===== config.mk =====
export PLATFORM = sky130hd
export DESIGN_NAME = spi_master_tx
export DESIGN_NICKNAME = d
export VERILOG_FILES = /design/src/rtl/spi_pkg.sv /design/src/rtl/spi_tick_gen.sv /design/src/rtl/spi_master_tx.sv
export SDC_FILE = /design/constraint.sdc
export NUM_CORES = 1
export LEC_CHECK = 0
export BUFFER_PORTS_ARGS = -buffer_cell sky130_fd_sc_hd__buf_2
export CAP_MARGIN = 15
export CORE_MARGIN = 8
export CORE_UTILIZATION = 38
export CTS_CLUSTER_DIAMETER = 40
export DETAILED_ROUTE_END_ITERATION = 8
export PLACE_DENSITY = 0.56
export SYNTH_ARGS = -nofsm -noshare
export SYNTH_HDL_FRONTEND = slang
export SYNTH_HIERARCHICAL = 1
export SYNTH_SLANG_ARGS = --single-unit

===== constraint.sdc =====
create_clock -name CLK -period 4.59 [get_ports CLK]
set_clock_uncertainty 0.05 [all_clocks]
set_input_delay 0 -clock CLK [delete_from_list [all_inputs] [get_ports CLK]]
set_output_delay 0 -clock CLK [all_outputs]
set_load 0.02 [all_outputs]

===== src/rtl/spi_pkg.sv =====
// Shared types and constants for the SPI master.
// Mode 0 link, active-high chip select.
package spi_pkg;

  typedef enum logic [1:0] {
    IDLE,
    SETUP,
    XFER,
    HOLD
  } state_t;

  localparam int   DEF_DATA_W = 8;
  localparam logic CPOL       = 1'b0;
  localparam logic CPHA       = 1'b0;
  localparam logic CS_ACTIVE  = 1'b1;

endpackage


===== src/rtl/spi_tick_gen.sv =====
// Half-period strobe: one-cycle tick every CLK_DIV
// cycles while en is high, counter held at 0 otherwise.
module spi_tick_gen #(
  parameter int CLK_DIV = 4
) (
  input  logic CLK,
  input  logic RST_N,
  input  logic en,
  output logic tick
);

  localparam int CW = $clog2(CLK_DIV);
  localparam logic [CW-1:0] TOP = CW'(CLK_DIV - 1);

  if (CLK_DIV < 2) begin : g_chk
    $error("spi_tick_gen: CLK_DIV must be >= 2");
  end

  logic [CW-1:0] cnt_q;

  assign tick = en && (cnt_q == TOP);

  always_ff @(posedge CLK or negedge RST_N) begin
    if (!RST_N) begin
      cnt_q <= '0;
    end else if (!en || tick) begin
      cnt_q <= '0;
    end else begin
      cnt_q <= cnt_q + CW'(1);
    end
  end

endmodule


===== src/rtl/spi_master_tx.sv =====
// Byte-wide mode-0 SPI master: MSB first, registered
// SCLK/MOSI/CS, MISO captured on each falling edge.
module spi_master_tx
  import spi_pkg::*;
#(
  parameter int CLK_DIV = 4,
  parameter int DATA_W  = DEF_DATA_W
) (
  input  logic              CLK,
  input  logic              RST_N,
  input  logic [DATA_W-1:0] TX_DATA,
  input  logic              TX_VALID,
  output logic              TX_READY,
  output logic [DATA_W-1:0] RX_DATA,
  output logic              RX_VALID,
  output logic              BUSY,
  output logic              SCLK,
  output logic              MOSI,
  output logic              CS,
  input  logic              MISO
);

  localparam int EW = $clog2(2 * DATA_W) + 1;
  localparam logic [EW-1:0] LAST = EW'(2 * DATA_W);
  localparam logic [EW-1:0] LFALL = EW'(2 * DATA_W - 1);

  state_t            state_q, state_d;
  logic [EW-1:0]     edge_q, edge_d;
  logic [DATA_W-1:0] tx_q, tx_d;
  logic [DATA_W-1:0] rx_q, rx_d;
  logic [DATA_W-1:0] rxd_q, rxd_d;
  logic              rxv_q, rxv_d;
  logic              sclk_q, sclk_d;
  logic              mosi_q, mosi_d;
  logic              cs_q, cs_d;
  logic [1:0]        sync_q;
  logic              tick;
  logic              accept;
  logic              smp;

  spi_tick_gen #(
    .CLK_DIV(CLK_DIV)
  ) u_tick (
    .CLK  (CLK),
    .RST_N(RST_N),
    .en   (state_q != IDLE),
    .tick (tick)
  );

  // Release of RST_N is only trusted two edges later.
  always_ff @(posedge CLK or negedge RST_N) begin
    if (!RST_N) begin
      sync_q <= 2'b00;
    end else begin
      sync_q <= {sync_q[0], 1'b1};
    end
  end

  assign accept = TX_VALID && TX_READY && sync_q[1];
  assign smp    = ((sclk_q == CPOL) == CPHA);

  always_comb begin
    state_d = state_q;
    edge_d  = edge_q;
    tx_d    = tx_q;
    rx_d    = rx_q;
    rxd_d   = rxd_q;
    rxv_d   = 1'b0;
    sclk_d  = sclk_q;
    mosi_d  = mosi_q;
    cs_d    = cs_q;
    unique case (state_q)
      IDLE: begin
        if (accept) begin
          state_d = SETUP;
          cs_d    = CS_ACTIVE;
          tx_d    = TX_DATA;
          mosi_d  = TX_DATA[DATA_W-1];
          rx_d    = '0;
          edge_d  = '0;
          sclk_d  = CPOL;
        end
      end
      SETUP: begin
        if (tick) begin
          state_d = XFER;
          sclk_d  = ~CPOL;
          edge_d  = EW'(1);
        end
      end
      XFER: begin
        if (tick) begin
          if (edge_q == LAST) begin
            state_d = HOLD;
          end else begin
            sclk_d = ~sclk_q;
            edge_d = edge_q + EW'(1);
            if (smp) begin
              rx_d = {rx_q[DATA_W-2:0], MISO};
              // the final fall leaves the LSB on MOSI
              if (edge_q != LFALL) begin
                tx_d   = tx_q << 1;
                mosi_d = tx_q[DATA_W-2];
              end
            end
          end
        end
      end
      HOLD: begin
        if (tick) begin
          state_d = IDLE;
          cs_d    = ~CS_ACTIVE;
          rxd_d   = rx_q;
          rxv_d   = 1'b1;
        end
      end
      default: state_d = IDLE;
    endcase
  end

  always_ff @(posedge CLK or negedge RST_N) begin
    if (!RST_N) begin
      state_q <= IDLE;
      edge_q  <= '0;
      tx_q    <= '0;
      rx_q    <= '0;
      rxd_q   <= '0;
      rxv_q   <= 1'b0;
      sclk_q  <= CPOL;
      mosi_q  <= 1'b0;
      cs_q    <= ~CS_ACTIVE;
    end else begin
      state_q <= state_d;
      edge_q  <= edge_d;
      tx_q    <= tx_d;
      rx_q    <= rx_d;
      rxd_q   <= rxd_d;
      rxv_q   <= rxv_d;
      sclk_q  <= sclk_d;
      mosi_q  <= mosi_d;
      cs_q    <= cs_d;
    end
  end

  assign TX_READY = (state_q == IDLE);
  assign BUSY     = (state_q != IDLE);
  assign RX_DATA  = rxd_q;
  assign RX_VALID = rxv_q;
  assign SCLK     = sclk_q;
  assign MOSI     = mosi_q;
  assign CS       = cs_q;

endmodule

==> out/qor.yml <==
status: "completed"
wire_length_of_the_first_global_routing_pass_microns: 6720
cpMostUsedCell: "sky130_fd_sc_hd__inv_1"
synth_edf_count: 0
die_width_microns: 87.2
synthTopCellsByArea: "sky130_fd_sc_hd__dfrtp_1 49%, sky130_fd_sc_hd__ha_1 5.8%, sky130_fd_sc_hd__mux2_2 4.7%"
ys_types: 40
drt_wl_total_microns: 3920
period_needed_ps: 2150
vertical_die_dimension_microns: 87.2
layout_cell_share_with_drive_strength_beyond_1_pct: 22.6
worst_supply_voltage_drop_on_vdd_mv: 0.316
synth.yosys.seq_area_share_pct: 49.3
critical_path.cell_chain: "inv_1, ha_1, inv_1, and2_2, nand2_1, mux2_2"
timing.critical_path.fanout_max: 10
n_fill_cell: 494
critical_path_buf_inv_count: 2
detail_route.wl_per_cell_microns: 13.9
clk_latency_ps: 290
worst_setup_path_end_kind: "flip-flop"
vias: 1397
numClockSinks: 38
fmaxAchievable_mhz: 464
synthesis.instances: 178
netlist.area_leader.share_pct: 49.3
first_pass_iters: 4
grt_max_degree: 39
synthTopCellsByCount: "38 x sky130_fd_sc_hd__dfrtp_1, 24 x sky130_fd_sc_hd__nand2_1, 12 x sky130_fd_sc_hd__nand3_1, 10 x sky130_fd_sc_hd__a21oi_1"
clock_path_buffers: 2
kind_of_path_behind_the_tightest_hold_check: "input port to flip-flop"
timing.final.max_slew_violations: 0
cts_repair_resize_count: 0
path_delay_family: "simple AND/OR/NAND/NOR gates"
syn-mean-instance-area_sq_um: 10.8
total_leakage_power_nw: 1.04
buffers_on_ports: 25
cts.htree.levels: 2
synth_seq_cells: 38
arrival_ps: 2280
dp.final_hpwl_microns: 2660
path_class: "flip-flop to flip-flop"
rsz_0062_raised_after_global_routing: "false"
grtUsageTotal_pct: 11.3
via_count_of_the_first_global_routing_pass: 1369
min_period_over_period_pct: 46.9
setup.worst_path.start_class: "flip-flop"
floorplan.initialDensity_pct: 38.5
antenna_cells_inserted: 0
core_area_sq_um: 5010
worst_path_required_time_ps: 4720
floorplan.io_pins: 26
synthDominantAreaCellType: "sky130_fd_sc_hd__dfrtp_1"
rows: 26
holdWs_ps: 0.762
antenna_found_initial: 0
clk_transition_reported_paths_ps: 70
cts.root.buffer_cell: "sky130_fd_sc_hd__clkbuf_8"
drv.max_cap_violation_count: 0
final_antenna_net_count: 0
vias_per_cell: 4.95
synth_most_common_cell: "sky130_fd_sc_hd__dfrtp_1"
synth_area_sq_um: 1930
gp_routability_congestion: 0.768
async_flop_share_pct: 100
final_hold_viol_count: 0
worst_pin_slew_ps: 845
seqCellArea_sq_um: 951
multi_input_area_sq_um: 895
fin_tns_setup_ps: 0
layout-area-overhead-vs-synth_pct: 17.3
drt_iter0_drc: 162
cts_tree: "done"
relSlewSlack_pct: 43.6
cp_slowest_stage_delay_ps: 420
nNetsFinal: 232
synth_warnings: 6
p_per_area_nw_per_um2: 616
critPathSlowestCell: "sky130_fd_sc_hd__dfrtp_1"
drc: 0
dieArea_sq_um: 7610
tritoncts.num_buffers: 5
grt_overflow: 0
synth.net_count: 199
ys.flop_type: "sky130_fd_sc_hd__dfrtp_1"
finalSetupViolations: 0
-- cell type report --
type	count	share of cell area, %
clock buffer	7	3.82
tap	70	3.87
timing repair buffer	33	8.97
inverter	9	1.49
sequential	38	42.1
clock inverter	1	0.221
multi-input combinational	124	39.6
-- per-layer routing --
layer | vias up | wire length [microns] | global-route usage [%]
li1 | 699 | - | -
met1 | 658 | 1910 | 15.2
met2 | 36 | 1680 | 16.0
met3 | 4 | 296 | 4.91
met4 | 0 | 34 | 3.28
met5 | - | 0 | 0
-- logic make-up (layout without fill, tap and decap cells) --
logic type	Yosys count	in the layout	synth area share, %
other	1	1	0.194
AND/OR/NAND/NOR	55	55	14.7
flip-flops	38	38	49.3
multiplexers	17	17	9.41
AO/OA/AOI/OAI	42	42	16.3
buffers and inverters	16	50	4.28
adder cells (fa/ha/maj)	9	9	5.84
-- power by group --
| part | total [mW] | internal [mW] | leakage [nW] | switching (mW) |
|---|---|---|---|---|
| clock network | 0.238 | 0.121 | 0.0482 | 0.117 |
| logic | 0.635 | 0.248 | 0.507 | 0.388 |
| registers | 0.520 | 0.445 | 0.483 | 0.0757 |
-- sequential cells by signal (all words and copies together) (netlist names) --
name,count
RX_DATA,8
rx_q,8
tx_q,7
edge_q,5
state_q,2
sync_q,2
u_tick/cnt_q,2
CS,1
MOSI,1
RX_VALID,1
SCLK,1
-- path summary, 6_finish.rpt --
check                      slack (ps)                endpoint              startpoint  depth (start not counted)
setup / recovery                 2440  RX_DATA[0]$_DFFE_PN0P_  state_q[0]$_DFFE_PN0P_                          6
hold / removal                    0.8     tx_q[3]$_DFFE_PN0P_              TX_DATA[3]                          3
setup reg to reg                 2440  RX_DATA[0]$_DFFE_PN0P_  state_q[0]$_DFFE_PN0P_                          6
hold reg to reg                   300     sync_q[1]$_DFF_PN0_     sync_q[0]$_DFF_PN0_                          0
max in group asynchronous        3670     tx_q[0]$_DFFE_PN0P_                   RST_N                          2
min in group asynchronous         300   edge_q[2]$_DFFE_PN0P_                   RST_N                          2
-- cell usage in the layout, fill, tap and decap left out, types with 6 or more instances in the layout --
master,Yosys,routed
sky130_fd_sc_hd__a21oi_1,10,10
sky130_fd_sc_hd__a31oi_1,9,9
sky130_fd_sc_hd__buf_2,0,25
sky130_fd_sc_hd__clkbuf_8,0,6
sky130_fd_sc_hd__dfrtp_1,38,38
sky130_fd_sc_hd__dlygate4sd3_1,0,7
sky130_fd_sc_hd__ha_1,9,9
sky130_fd_sc_hd__inv_1,9,9
sky130_fd_sc_hd__mux2_2,8,8
sky130_fd_sc_hd__mux2i_1,8,8
sky130_fd_sc_hd__nand2_1,24,24
sky130_fd_sc_hd__nand3_1,12,12
sky130_fd_sc_hd__o211ai_1,8,8
-- through the flow --
step | instance area (sq um) | utilization (%) | power, mW | worst slack (ps) | cells
finish | 2260 | 45.1 | 1.39 | 2440 | 282
global route | 2260 | 45.1 | 1.51 | 2180 | 282
global placement | 2100 | 41.9 | 1.15 | 2510 | 267
CTS | 2260 | 45.1 | 1.41 | 2420 | 282
floorplan | 1930 | - | 1.02 | 2430 | 178
detailed placement | 2100 | 41.9 | 1.16 | 2440 | 267
-- worst register-to-register path, stage by stage (launching register included) --
cell,delay (ps)
sky130_fd_sc_hd__dfrtp_1,420
sky130_fd_sc_hd__inv_1,100
sky130_fd_sc_hd__ha_1,290
sky130_fd_sc_hd__inv_1,150
sky130_fd_sc_hd__and2_2,260
sky130_fd_sc_hd__nand2_1,370
sky130_fd_sc_hd__mux2_2,400
-- what timing repair did --
| item | in CTS | in global routing |
|---|---|---|
| hold buffers | 7 | 0 |
| endpoints found under the setup margin | 0 | 0 |
| setup buffers | 0 | 0 |
| hold endpoints to repair | 44 | 0 |
Power figures use the tool's default switching activity.
